## config.mk

```make
export PLATFORM = sky130hd
export DESIGN_NAME = bin_to_led7_seq_flat
export DESIGN_NICKNAME = d
export VERILOG_FILES = /design/src/rtl/bin_to_led7_seq_if.sv /design/src/rtl/bin_to_led7_seq.sv /design/src/flat_wrapper.sv
export SDC_FILE = /design/constraint.sdc
export NUM_CORES = 1
export LEC_CHECK = 0
export CAP_MARGIN = 30
export CELL_PAD_IN_SITES_DETAIL_PLACEMENT = 0
export CELL_PAD_IN_SITES_GLOBAL_PLACEMENT = 1
export CORE_MARGIN = 2
export CORE_UTILIZATION = 45
export CTS_CLUSTER_SIZE = 14
export DETAILED_ROUTE_END_ITERATION = 6
export PLACE_DENSITY = 0.95
export SYNTH_ARGS = -nofsm -noshare
export SYNTH_HDL_FRONTEND = slang
export SYNTH_SLANG_ARGS = --single-unit
```

## constraint.sdc

```tcl
create_clock -name clk -period 6.4 [get_ports clk]
set_clock_uncertainty 0.15 [all_clocks]
set_input_delay 0.96 -clock clk [delete_from_list [all_inputs] [get_ports clk]]
set_output_delay 0.96 -clock clk [all_outputs]
set_load 0.02 [all_outputs]
```

## src/rtl/bin_to_led7_seq_if.sv

```systemverilog
// bin_to_led7_seq_if: start/busy/done handshake and display outputs of the 7-segment driver
interface bin_to_led7_seq_if #(
  parameter int BIN_W  = 16,
  parameter int DIGITS = 5
);
  logic                  start;
  logic [BIN_W-1:0]      bin;
  logic                  lz_blank;
  logic                  busy;
  logic                  done;
  logic                  ovf;
  logic [4*DIGITS-1:0]   bcd;
  logic [7*DIGITS-1:0]   hex;
  modport master (output start, bin, lz_blank, input busy, done, ovf, bcd, hex);
  modport slave  (input start, bin, lz_blank, output busy, done, ovf, bcd, hex);
endinterface

```

## src/rtl/bin_to_led7_seq.sv

```systemverilog
// bin_to_led7_seq: iterative double-dabble binary to BCD converter driving active-low 7-segment patterns
module bin_to_led7_seq #(
  parameter int BIN_W  = 16,
  parameter int DIGITS = 5
) (
  input logic              clk,
  input logic              rst,
  bin_to_led7_seq_if.slave io
);
  localparam int BW = 4 * DIGITS;
  localparam int CW = $clog2(BIN_W + 1);
  typedef enum logic [1:0] {IDLE, SHIFT, LOAD} state_t;
  state_t              state, state_n;
  logic [BW-1:0]       bcd_reg, bcd_adj;
  logic [BIN_W-1:0]    bin_reg;
  logic [CW-1:0]       cnt;
  logic                lz_reg, ovf_acc, lead;
  logic [BW+BIN_W-1:0] shifted;
  logic [7*DIGITS-1:0] hex_n;

  function automatic logic [6:0] seg(input logic [3:0] d);
    case (d)
      4'd0:    seg = 7'h40;
      4'd1:    seg = 7'h79;
      4'd2:    seg = 7'h24;
      4'd3:    seg = 7'h30;
      4'd4:    seg = 7'h19;
      4'd5:    seg = 7'h12;
      4'd6:    seg = 7'h02;
      4'd7:    seg = 7'h78;
      4'd8:    seg = 7'h00;
      4'd9:    seg = 7'h10;
      default: seg = 7'h7F;
    endcase
  endfunction

  assign io.busy = state != IDLE;

  // state register
  always_ff @(posedge clk) begin
    if (rst) state <= IDLE;
    else     state <= state_n;
  end

  // next state: one SHIFT cycle per input bit, then a single LOAD cycle
  always_comb begin
    state_n = state;
    case (state)
      IDLE:    if (io.start) state_n = SHIFT;
      SHIFT:   if (cnt == CW'(1)) state_n = LOAD;
      default: state_n = IDLE;
    endcase
  end

  // one double-dabble step: add 3 to digits >= 5, then shift the combined register left
  always_comb begin
    bcd_adj = '0;
    for (int i = 0; i < DIGITS; i++)
      bcd_adj[4*i+:4] = bcd_reg[4*i+:4] >= 4'd5 ? bcd_reg[4*i+:4] + 4'd3 : bcd_reg[4*i+:4];
    shifted = {bcd_adj, bin_reg} << 1;
  end

  // segment patterns: dashes on overflow, otherwise blank leading zeros above the top nonzero digit
  always_comb begin
    hex_n = '0;
    lead  = lz_reg;
    for (int i = DIGITS - 1; i >= 0; i--) begin
      lead = lead && bcd_reg[4*i+:4] == 4'd0 && i != 0;
      hex_n[7*i+:7] = ovf_acc ? 7'h3F : lead ? 7'h7F : seg(bcd_reg[4*i+:4]);
    end
  end

  // conversion datapath and registered display outputs
  always_ff @(posedge clk) begin
    if (rst) begin
      bcd_reg <= '0;
      bin_reg <= '0;
      cnt     <= '0;
      lz_reg  <= 1'b0;
      ovf_acc <= 1'b0;
      io.done <= 1'b0;
      io.ovf  <= 1'b0;
      io.bcd  <= '0;
      io.hex  <= {DIGITS{7'h7F}};
    end else begin
      io.done <= state == LOAD;
      if (state == IDLE && io.start) begin
        bin_reg <= io.bin;
        lz_reg  <= io.lz_blank;
        bcd_reg <= '0;
        ovf_acc <= 1'b0;
        cnt     <= CW'(BIN_W);
      end
      if (state == SHIFT) begin
        {bcd_reg, bin_reg} <= shifted;
        cnt                <= cnt - CW'(1);
        ovf_acc            <= ovf_acc | bcd_adj[BW-1];
      end
      if (state == LOAD) begin
        io.bcd <= bcd_reg;
        io.hex <= hex_n;
        io.ovf <= ovf_acc;
      end
    end
  end
endmodule

```

## src/flat_wrapper.sv

```systemverilog
// flat-port wrapper written by rule: the top's interface ports become plain ports
module bin_to_led7_seq_flat 
#(
  parameter int BIN_W  = 16,
  parameter int DIGITS = 5
)
  (clk, rst, io_start, io_bin, io_lz_blank, io_busy, io_done, io_ovf, io_bcd, io_hex);
  bin_to_led7_seq_if #(.BIN_W(BIN_W), .DIGITS(DIGITS)) io_i ();
  input logic clk;
  input logic rst;
  input wire logic [$bits(io_i.start)-1:0] io_start;
  input wire logic [$bits(io_i.bin)-1:0] io_bin;
  input wire logic [$bits(io_i.lz_blank)-1:0] io_lz_blank;
  output wire logic [$bits(io_i.busy)-1:0] io_busy;
  output wire logic [$bits(io_i.done)-1:0] io_done;
  output wire logic [$bits(io_i.ovf)-1:0] io_ovf;
  output wire logic [$bits(io_i.bcd)-1:0] io_bcd;
  output wire logic [$bits(io_i.hex)-1:0] io_hex;
  assign io_i.start = io_start;
  assign io_i.bin = io_bin;
  assign io_i.lz_blank = io_lz_blank;
  assign io_busy = io_i.busy;
  assign io_done = io_i.done;
  assign io_ovf = io_i.ovf;
  assign io_bcd = io_i.bcd;
  assign io_hex = io_i.hex;
  bin_to_led7_seq #(.BIN_W(BIN_W), .DIGITS(DIGITS)) u_core (.clk(clk), .rst(rst), .io(io_i));
endmodule
```

* Yosys cells after proc, flatten, opt, wreduce, memory -nomap -nowiden
Memories as Yosys holds them, arrays and structs flattened. A register that Yosys moved wholly into a read port is not among the register bits.
Cells that the tools add are included.
** Storage, ports and cells
- Input port bits :: 20
- Memories :: 5
- Register bits :: 102
- Bits in read-only memories :: 560
** Memories
- (no name shown) :: depth 16, bits a word 7, read ports 1, clocked after memory_dff 1, wr ports 0, RTL line bin_to_led7_seq.sv:22 : case (d)
- (no name shown) :: depth 16, bits a word 7, read ports 1, clocked after memory_dff 1, wr ports 0, RTL line bin_to_led7_seq.sv:22
- (no name shown) :: depth 16, bits a word 7, read ports 1, clocked after memory_dff 1, wr ports 0, RTL line bin_to_led7_seq.sv:22
- (no name shown) :: depth 16, bits a word 7, read ports 1, clocked after memory_dff 1, wr ports 0, RTL line bin_to_led7_seq.sv:22
- (no name shown) :: depth 16, bits a word 7, read ports 1, clocked after memory_dff 1, wr ports 0, RTL line bin_to_led7_seq.sv:22
** Cells by class
- Multiplexer cells :: 35
- Equality and inequality tests :: 5
- Add/subtract/negate cells :: 6
- Reduce and logical (&&, ||, !) cells :: 14
- $lt $le $gt $ge :: 5
- Bitwise logic cells :: 1
** Operator list (number)
- $mux 7 :: 9
- $mux 4 :: 15
- $mux 20 :: 2
- $mux 16 :: 2
- $add 4x2->4 const B :: 5
- $ge 4x3->1 const B :: 5
- $logic_not 4->1 :: 4
- $mux 5 :: 2
- $eq 5x1->1 const B :: 1
- $logic_and 1x1->1 :: 5
- $sub 5x1->5 const B :: 1
- $mux 2 :: 2
- $pmux 2 s2 :: 1
- $reduce_bool 2->1 :: 2
- $eq 2x1->1 const B :: 1
- $eq 2x2->1 const B :: 1
- $logic_not 2->1 :: 1
- $mux 1 :: 2
- $ne 2x1->1 const B :: 1
- $ne 2x2->1 const B :: 1
- $reduce_and 2->1 :: 1
- $reduce_or 2->1 :: 1
- $or 1x1->1 :: 1

* Longest topological paths before layout
Gate-level depths: netlist of the first run.
- Word-level depth :: 7
- Mapped depth :: 12

* Worst setup path after synthesis of the first run
No wires, ideal clock.
- Path type :: input port to flip-flop
- From :: in rst
- To :: reg (tool-made name)
- Arrival :: 2.988 ns
- Data required time :: 6.180 ns
- Path slack :: 3.193 ns
- Stages on the path :: 8
- Cell sequence :: clkbuf_1 > or3b_1 > buf_2 > o31ai_1 > inv_1 > ha_1 > or3b_2 > a21oi_1
** RTL lines
- start, declared :: RTL line flat_wrapper.sv:10 : input logic rst;

==> results of run 1 <==
==> power groups by stage <==
stage	clock network, W	registers (W)	logic (W)
after floorplan	0	0.000906	0.0000860
after global placement	0	0.000907	0.000123
after detailed placement	0	0.000909	0.000128
after CTS	0.00105	0.000890	0.000128
after global routing	0.00109	0.000893	0.000140
final	0.00104	0.000891	0.000129
==> worst paths after layout <==
| check | from | depth (start not counted) | to | slack, ns |
|---|---|---|---|---|
| min | register | 2 | u_core.io.hex[11]$_SDFFE_PP1P_ | 0.29 |
| min reg2reg | register | 2 | u_core.io.hex[11]$_SDFFE_PP1P_ | 0.29 |
| max | io_start | 11 | register | 2.64 |
| max reg2reg | u_core.state[0]$_SDFFE_PP0P_ | 8 | register | 2.73 |
==> final cells by class <==
type                    count  area, um^2
clock buffers              20         467
repair buffers             84         818
clock inverters            12         171
inverters                  51         191
flip-flops and latches    137        2740
fillers                  1228        6010
multi-input cells         507        3310
well taps                 180         225
==> synthesized netlist by cell type (10+ instances only) <==
| cell | number |
|---|---|
| nor2_1 | 42 |
| buf_2 | 11 |
| a211oi_1 | 10 |
| nand2b_1 | 12 |
| a21oi_1 | 49 |
| o21ai_0 | 29 |
| dfxtp_1 | 137 |
| nor3_1 | 18 |
| ha_1 | 41 |
| a221oi_1 | 15 |
| nand2_1 | 101 |
| o22ai_1 | 39 |
| clkbuf_1 | 33 |
| inv_1 | 48 |
| nand3_1 | 18 |
==> cell families after synthesis <==
family / after synthesis / share of synthesized area, %
AND/OR/NAND/NOR: 241 / 18.2
adder cells (fa/ha/maj): 41 / 7.96
buffers and inverters: 101 / 6.29
XOR/XNOR: 5 / 0.679
flip-flops: 137 / 42.6
AO/OA/AOI/OAI: 216 / 23.6
multiplexers: 4 / 0.699
==> metrics by stage <==
step	utilization, %	worst slack (ns)
after floorplan	-	3.19
after global placement	52.3	2.40
after detailed placement	52.3	2.25
after CTS	56.9	2.67
after global routing	56.9	2.45
final	56.9	2.64
==> worst reg2reg max path: cells and delay by family (launching register included) <==
kind / cells / cell delay (ns)
AO/OA/AOI/OAI: 3 / 1.24
buffers and inverters: 1 / 0.12
adder cells (fa/ha/maj): 1 / 0.24
AND/OR/NAND/NOR: 3 / 1.05
flip-flops: 1 / 0.76
==> metal layers <==
metal / track usage, % / vias to the layer above / routed length [um]
met3: 4.49 / 25 / 671
met1: 26.7 / 2695 / 7320
met5: 0 / - / 0
met4: 8.81 / 0 / 323
met2: 36.6 / 163 / 7470
li1: - / 2758 / -
==> run summary, run 1 <==
Area contributors post-synth - dfxtp_1 (43%), ha_1 (8.0%), nand2_1 (5.9%)
cell type with the highest aggregate area in the netlist - dfxtp_1
H-Tree Depth - 4
CP max-delay cell - or3b_1
Leak - 3.16 nW
Die W - 124 um
Die ar. - 15,300 um^2
Post-CTS Setup Repair Bufs - 0
CTS Hold Bufs - 0
Required @ worst endpoint - 6.59 ns
Seq/Total Area, Yosys - 42.6%
RSZ-0062 raised after global routing - false
global-route wire length before repair - 26.0 mm
core area - 13,900 um^2
DP Cell Count - 959
Distinct cells, synth - 77
relative slew slack - 39.7%
Buffers on Ports - 77
ratio of final minimum period to clock period - 58.7%
WL final - 15.8 mm
Post-synth EDFFs - 0
Synth top area share - 42.6%
hold slack - 0.289 ns
crit path cell chain - clkdlybuf4s50_1 -> or3b_1 -> and3_4 -> a31o_1 -> o21ai_1 -> inv_1 -> ha_1 -> nor3_1 -> nand3_1 -> o211a_1 -> a32oi_1
CTS resizes - 0
max frequency - 266 MHz
drt wl/cell - 15.9 um
Hold WC Path Type - reg2reg
Switch Pwr - 0.000451 W
Finished Layout Cells - 991
clock network fraction of design power - 50.5%
Area growth syn-to-layout - 22.9%
commonest cells after routing, fill and taps aside - dfxtp_1 (137), nand2_1 (101), clkdlybuf4s50_1 (76)
placed cell areas - 7290 um^2
Worst Path Buf+Inv - 2
final setup violation count - 0
Overflow after GRT - 0
CTS root buf - clkbuf_16
worst-path fanout max - 11
Mapped Avg Cell Area - 8.65 um^2
Sw Ratio - 21.9%
max-cap viol count - 0
Initial Util - 46.3%
largest buffer count on any clock path - 2
Synth async-reset ratio - 0%
Most used DFF post-synth - dfxtp_1
cells after synthesis - 745
Die H - 124 um
sequential share of power - 43.3%
pwr dens - 260 nW/um^2
clk slew on worst S/H paths - 0.05 ns
via/cell ratio - 5.69
Total Power - 0.00206 W
CTS sink cnt - 137
worst slew pin tran - 0.905 ns
post-synth design cell area - 6440 um^2
row count - 43
final instance area - 7920 um^2
initial DRC count - 318
ANT nets after route - 0
number of global-route vias before repair - 5,430
Critical Path AT - 3.95 ns
drt pass-1 iters - 5
Syn Nets - 806
gr usage total - 21.6%
routability cong. - 0.914
initial antenna violation count - 0
worst vdd rail ir drop - 186 uV
Num CTS Buffers - 17
combinational fraction of design power - 6.3%
setup TNS - 0 ns
type of origin of the critical path - primary input
Tmin final - 3.76 ns
WS Path Type - in2reg
Worst path top cell family by delay - simple AND/OR/NAND/NOR gates
Clock Latency Late Sink - 0.42 ns
# IOs - 78
flops & latches, synth - 137
status - complete, no violations
CTS tree - yes
commonest non-fill, non-tap cell in the layout - dfxtp_1
max incr delay on CP - 0.60 ns
Pins Over Slew Limit - 0
post-route DRC violation count - 0
Final Hold Fails - 0
DPL Wire Length - 10.9 mm
DR vias - 5,641
crit end category - register
pin count of the biggest net entering global routing - 58
Pint - 0.00161 W
ant diodes - 0
share of cells above drive strength 1 - 8.75%
final layout net count - 859
Syn. warnings - 0
No activity file was read; power rests on OpenSTA's default activity.
==> run 2, diff against run 1 <==
--- a/config.mk
+++ b/config.mk
@@ -9,10 +9,10 @@
 export CELL_PAD_IN_SITES_DETAIL_PLACEMENT = 0
 export CELL_PAD_IN_SITES_GLOBAL_PLACEMENT = 1
 export CORE_MARGIN = 2
-export CORE_UTILIZATION = 45
+export CORE_UTILIZATION = 38
 export CTS_CLUSTER_SIZE = 14
 export DETAILED_ROUTE_END_ITERATION = 6
-export PLACE_DENSITY = 0.95
+export PLACE_DENSITY = 0.87
 export SYNTH_ARGS = -nofsm -noshare
 export SYNTH_HDL_FRONTEND = slang
 export SYNTH_SLANG_ARGS = --single-unit
==> constraint.sdc (replaced) <==
create_clock -name clk -period 3.3 [get_ports clk]
set_clock_uncertainty 0.15 [all_clocks]
set_input_delay 0.495 -clock clk [delete_from_list [all_inputs] [get_ports clk]]
set_output_delay 0.495 -clock clk [all_outputs]
set_load 0.02 [all_outputs]
==> run summary, run 2 (synthesis results as in run 1) <==
crit path cell chain - inv_1 -> ha_1 -> nor2b_1 -> nor3_1 -> a21oi_1 -> o21ai_0 -> inv_1 -> ha_1 -> nor2_1 -> nand3_1 -> a21oi_1 -> o21ai_0 (was clkdlybuf4s50_1 -> or3b_1 -> and3_4 -> a31o_1 -> o21ai_1 -> inv_1 -> ha_1 -> nor3_1 -> nand3_1 -> o211a_1 -> a32oi_1)
CTS resizes - 0 (unchanged)
crit end category - register (unchanged)
DPL Wire Length - 10.8 mm (was 10.9 mm)
Die W - 134 um (was 124 um)
Die ar. - 18,000 um^2 (was 15,300 um^2)
CP max-delay cell - o21ai_0 (was or3b_1)
gr usage total - 18.2% (was 21.6%)
CTS root buf - clkbuf_16 (unchanged)
DP Cell Count - 1,021 (was 959)
final setup violation count - 0 (unchanged)
Die H - 134 um (was 124 um)
clk slew on worst S/H paths - 0.06 ns (was 0.05 ns)
Finished Layout Cells - 1,051 (was 991)
share of cells above drive strength 1 - 10.8% (was 8.75%)
worst-path fanout max - 5 (was 11)
WL final - 15.8 mm (about the same)
Post-CTS Setup Repair Bufs - 0 (unchanged)
WS Path Type - reg2reg (was in2reg)
drt wl/cell - 15.0 um (was 15.9 um)
pin count of the biggest net entering global routing - 44 (was 58)
ant diodes - 0 (unchanged)
post-route core utilization - 48.9% (was 56.9%)
placed cell areas - 7510 um^2 (was 7290 um^2)
routability cong. - 0.875 (was 0.914)
Overflow after GRT - 0 (unchanged)
Buffers on Ports - 77 (unchanged)
Hold WC Path Type - reg2reg (unchanged)
final layout net count - 881 (was 859)
relative slew slack - 54.5% (was 39.7%)
max frequency - 353 MHz
# IOs - 78 (unchanged)
Area growth syn-to-layout - 25.9% (was 22.9%)
Final Hold Fails - 0 (unchanged)
gr busiest metal - met2 (unchanged)
M2 GR Usage - 28.2% (was 36.6%)
DR vias - 5,574 (was 5,641)
global-route wire length before repair - 26.2 mm (was 26.0 mm)
largest buffer count on any clock path - 2 (unchanged)
max-cap viol count - 0 (unchanged)
final instance area - 8120 um^2 (was 7920 um^2)
met1 usage - 24.3% (was 26.7%)
via/cell ratio - 5.30 (was 5.69)
commonest non-fill, non-tap cell in the layout - dfxtp_1 (unchanged)
number of global-route vias before repair - 5,172 (was 5,430)
commonest cells after routing, fill and taps aside - dfxtp_1 (137), nand2_1 (101), clkdlybuf4s50_1 (76) (unchanged)
worst slew pin tran - 0.680 ns (was 0.905 ns)
Num CTS Buffers - 17 (unchanged)
ANT nets after route - 0 (unchanged)
Critical Path AT - 2.98 ns (was 3.95 ns)
setup TNS - 0 ns (unchanged)
initial DRC count - 444 (was 318)
pre-CTS setup slack - 0.0988 ns (was 2.25 ns)
RSZ-0062 raised after global routing - false (unchanged)
CTS sink cnt - 137 (unchanged)
Tmin final - 2.83 ns
core area - 16,600 um^2 (was 13,900 um^2)
worst vdd rail ir drop - 361 uV (was 186 uV)
Clock Latency Late Sink - 0.42 ns (about the same)
met3 usage - 4.69% (was 4.49%)
CTS Hold Bufs - 0 (unchanged)
setup ws final - 0.465 ns (was 2.64 ns)
type of origin of the critical path - register (was primary input)
H-Tree Depth - 4 (unchanged)
pwr dens - 484 nW/um^2 (was 260 nW/um^2)
post-route DRC violation count - 0 (unchanged)
Initial Util - 38.9% (was 46.3%)
max incr delay on CP - 0.44 ns (was 0.60 ns)
ratio of final minimum period to clock period - 85.9%
initial antenna violation count - 0 (unchanged)
Required @ worst endpoint - 3.45 ns (was 6.59 ns)
CTS tree - yes (unchanged)
row count - 47 (was 43)
Pins Over Slew Limit - 0 (unchanged)
drt pass-1 iters - 5 (unchanged)
status - complete, no violations (unchanged)
Leak - 3.27 nW (was 3.16 nW)
==> run 2: changes by cell type in the layout (fill, tap and decap cells not counted) <==
cell        before  now
buf_4            7   28
clkinvlp_4       3    0
buf_12           0    1
bufinv_16        4    3
clkbuf_1         0    1
clkbuf_8         3    4
==> run 2: worst max-delay path, delay by kind of cell (launching register included) <==
| kind | cells | cell delay [ns] |
|---|---|---|
| AOI/OAI and AO/OA | 4 | 0.79 |
| adders and majority gates | 2 | 0.56 |
| and+or+nand+nor | 4 | 0.52 |
| DFF | 1 | 0.42 |
| buffers and inverters | 2 | 0.28 |
==> run 2: layout make-up <==
class | instances | area (um^2)
Sequential cell | 137 | 2740
Tap cell | 220 | 275
Multi-Input combinational cell | 507 | 3310
Timing Repair Buffer | 106 | 996
Fill cell | 1609 | 8470
Clock inverter | 8 | 119
Clock buffer | 22 | 484
Inverter | 51 | 191
==> run 2: per-layer routing <==
| metal | vias to the layer above | wire length [um] |
|---|---|---|
| met5 | - | 0 |
| met4 | 0 | 247 |
| met3 | 21 | 825 |
| met2 | 137 | 7170 |
| met1 | 2595 | 7540 |
| li1 | 2821 | - |
==> run 2: worst paths after layout <==
| kind | from | end | slack [ns] | cells after the start |
|---|---|---|---|---|
| setup / recovery | u_core.bcd_reg[9]$_SDFFE_PP0N_ | register | 0.47 | 12 |
| setup reg to reg | u_core.bcd_reg[9]$_SDFFE_PP0N_ | register | 0.47 | 12 |
| hold reg to reg | register | u_core.io.hex[21]$_SDFFE_PP1P_ | 0.29 | 2 |
| hold / removal | register | u_core.io.hex[21]$_SDFFE_PP1P_ | 0.29 | 2 |
==> run 2: report_power, final <==
part,leakage (nW),switching (W),internal (W)
clock network,0.302,0.000681,0.00125
registers,1.11,0.0000219,0.00170
logic,1.86,0.000161,0.000118
total,3.27,0.000864,0.00307
==> run 2: per-stage QoR <==
step / power (W) / hold slack [ns]
after floorplan: 0.00192 / 0.268
after global placement: 0.00203 / 0.272
after detailed placement: 0.00203 / 0.277
after CTS: 0.00397 / 0.290
after global routing: 0.00407 / 0.303
final: 0.00393 / 0.290
==> run 3, diff against run 2 <==
--- a/config.mk
+++ b/config.mk
@@ -8,6 +8,7 @@
 export CAP_MARGIN = 30
 export CELL_PAD_IN_SITES_DETAIL_PLACEMENT = 0
 export CELL_PAD_IN_SITES_GLOBAL_PLACEMENT = 1
+export CORE_ASPECT_RATIO = 1.1
 export CORE_MARGIN = 2
 export CORE_UTILIZATION = 38
 export CTS_CLUSTER_SIZE = 14
==> run summary, run 3 (synthesis results as in run 1) <==
status - complete, no violations (unchanged)
via/cell ratio - 5.38 (was 5.30)
number of global-route vias before repair - 5,403 (was 5,172)
setup TNS - 0 ns (unchanged)
relative slew slack - 52.9% (was 54.5%)
Critical Path AT - 3.09 ns (was 2.98 ns)
gr usage total - 18.4% (was 18.2%)
Pint - 0.00309 W (was 0.00307 W)
sequential share of power - 43.6% (was 43.7%)
DR vias - 5,580 (was 5,574)
global-route wire length before repair - 26.6 mm (was 26.2 mm)
worst slew pin tran - 0.705 ns (was 0.680 ns)
WL final - 16.0 mm (was 15.8 mm)
max-cap viol count - 0 (unchanged)
RSZ-0062 raised after global routing - false (unchanged)
pin count of the biggest net entering global routing - 35 (was 44)
Clock Latency Late Sink - 0.42 ns (about the same)
clk slew on worst S/H paths - 0.06 ns (about the same)
Area growth syn-to-layout - 25.9% (about the same)
final instance area - 8120 um^2 (about the same)
pre-CTS setup slack - 0.121 ns (was 0.0988 ns)
Initial Util - 39.1% (was 38.9%)
drt wl/cell - 15.4 um (was 15.0 um)
ANT nets after route - 0 (unchanged)
# IOs - 78 (unchanged)
H-Tree Depth - 4 (unchanged)
final layout net count - 882 (was 881)
Num CTS Buffers - 17 (unchanged)
final setup violation count - 0 (unchanged)
type of origin of the critical path - register (unchanged)
pwr dens - 487 nW/um^2 (was 484 nW/um^2)
combinational fraction of design power - 7.1% (about the same)
worst-path fanout max - 5 (unchanged)
DPL Wire Length - 11.1 mm (was 10.8 mm)
CTS sink cnt - 137 (unchanged)
setup ws final - 0.362 ns (was 0.465 ns)
max frequency - 340 MHz (was 353 MHz)
CTS resizes - 0 (unchanged)
WS Path Type - reg2reg (unchanged)
initial antenna violation count - 0 (unchanged)
Buffers on Ports - 77 (unchanged)
routability cong. - 0.874 (was 0.875)
worst vdd rail ir drop - 364 uV (was 361 uV)
Switch Pwr - 0.000860 W (was 0.000864 W)
Pins Over Slew Limit - 0 (unchanged)
Post-CTS Setup Repair Bufs - 0 (unchanged)
core area - 16,500 um^2 (was 16,600 um^2)
Die H - 141 um (was 134 um)
Final Hold Fails - 0 (unchanged)
Sw Ratio - 21.8% (was 22.0%)
Leak - 3.27 nW (about the same)
Tmin final - 2.94 ns (was 2.83 ns)
Die W - 128 um (was 134 um)
placed cell areas - 7510 um^2 (unchanged)
commonest cells after routing, fill and taps aside - dfxtp_1 (137), nand2_1 (101), clkdlybuf4s50_1 (76) (unchanged)
CTS root buf - clkbuf_16 (unchanged)
crit end category - register (unchanged)
Hold WC Path Type - in2reg (was reg2reg)
largest buffer count on any clock path - 2 (unchanged)
initial DRC count - 340 (was 444)
Overflow after GRT - 0 (unchanged)
Die ar. - 18,000 um^2 (about the same)
CTS Hold Bufs - 0 (unchanged)
Finished Layout Cells - 1,037 (was 1,051)
post-route DRC violation count - 0 (unchanged)
DP Cell Count - 1,006 (was 1,021)
clock network fraction of design power - 49.3% (was 49.2%)
commonest non-fill, non-tap cell in the layout - dfxtp_1 (unchanged)
row count - 49 (was 47)
ratio of final minimum period to clock period - 89.0% (was 85.9%)
post-route core utilization - 49.2% (was 48.9%)
CTS tree - yes (unchanged)
ant diodes - 0 (unchanged)
drt pass-1 iters - 6 (was 5)
share of cells above drive strength 1 - 10.7% (was 10.8%)
Required @ worst endpoint - 3.45 ns (about the same)
run 3: worst paths after layout:
check | startpoint | to | slack, ns | cells past startpoint
worst max register to register | u_core.bcd_reg[1]$_SDFFE_PP0N_ | register | 0.36 | 10
worst max-delay path | u_core.bcd_reg[1]$_SDFFE_PP0N_ | register | 0.36 | 10
worst min-delay path | rst | u_core.cnt[4]$_SDFFE_PP0N_ | 0.24 | 2
worst min register to register | register | u_core.io.hex[12]$_SDFFE_PP1P_ | 0.29 | 2
run 3: layout make-up:
type / instances / area (um^2)
repair buffers: 107 / 1020
fillers: 1540 / 8380
well taps: 204 / 255
flip-flops and latches: 137 / 2740
inverters: 51 / 191
clock buffers: 22 / 454
clock inverters: 9 / 148
multi-input cells: 507 / 3310
run 3: metrics by stage:
| stage | hold slack (ns) | total power, W |
|---|---|---|
| 4_1_cts | 0.230 | 0.00399 |
| 3_5_place_dp | 0.278 | 0.00204 |
| 5_1_grt | 0.246 | 0.00408 |
| 3_3_place_gp | 0.270 | 0.00203 |
| 2_1_floorplan | 0.268 | 0.00192 |
| 6_report | 0.240 | 0.00395 |
run 3: power groups by stage:
stage / clock network [W] / logic (W) / registers (W)
global route: 0.00205 / 0.000305 / 0.00173
floorplan: 0 / 0.000167 / 0.00176
finish: 0.00195 / 0.000279 / 0.00172
detailed placement: 0 / 0.000278 / 0.00176
global placement: 0 / 0.000275 / 0.00176
CTS: 0.00198 / 0.000280 / 0.00172
run 3: routing by layer:
metal	GRT usage, %	wire length [um]	vias to the layer above	part of all wire, %
met3	4.59	885	29	5.5
met4	7.58	320	0	2.0
li1	-	-	2801	-
met1	23.8	7340	2602	46
met5	0	0	-	0
met2	29.5	7410	148	46
run 3: critical path, cell delays in order (launching register included):
cell and delay, ns:
dfxtp_1 0.41, inv_1 0.10, ha_1 0.20, nand2b_1 0.18, a2111oi_0 0.64, a211oi_2 0.11
nor2_1 0.21, inv_1 0.12, ha_1 0.24, nand2b_1 0.14, a221o_1 0.33
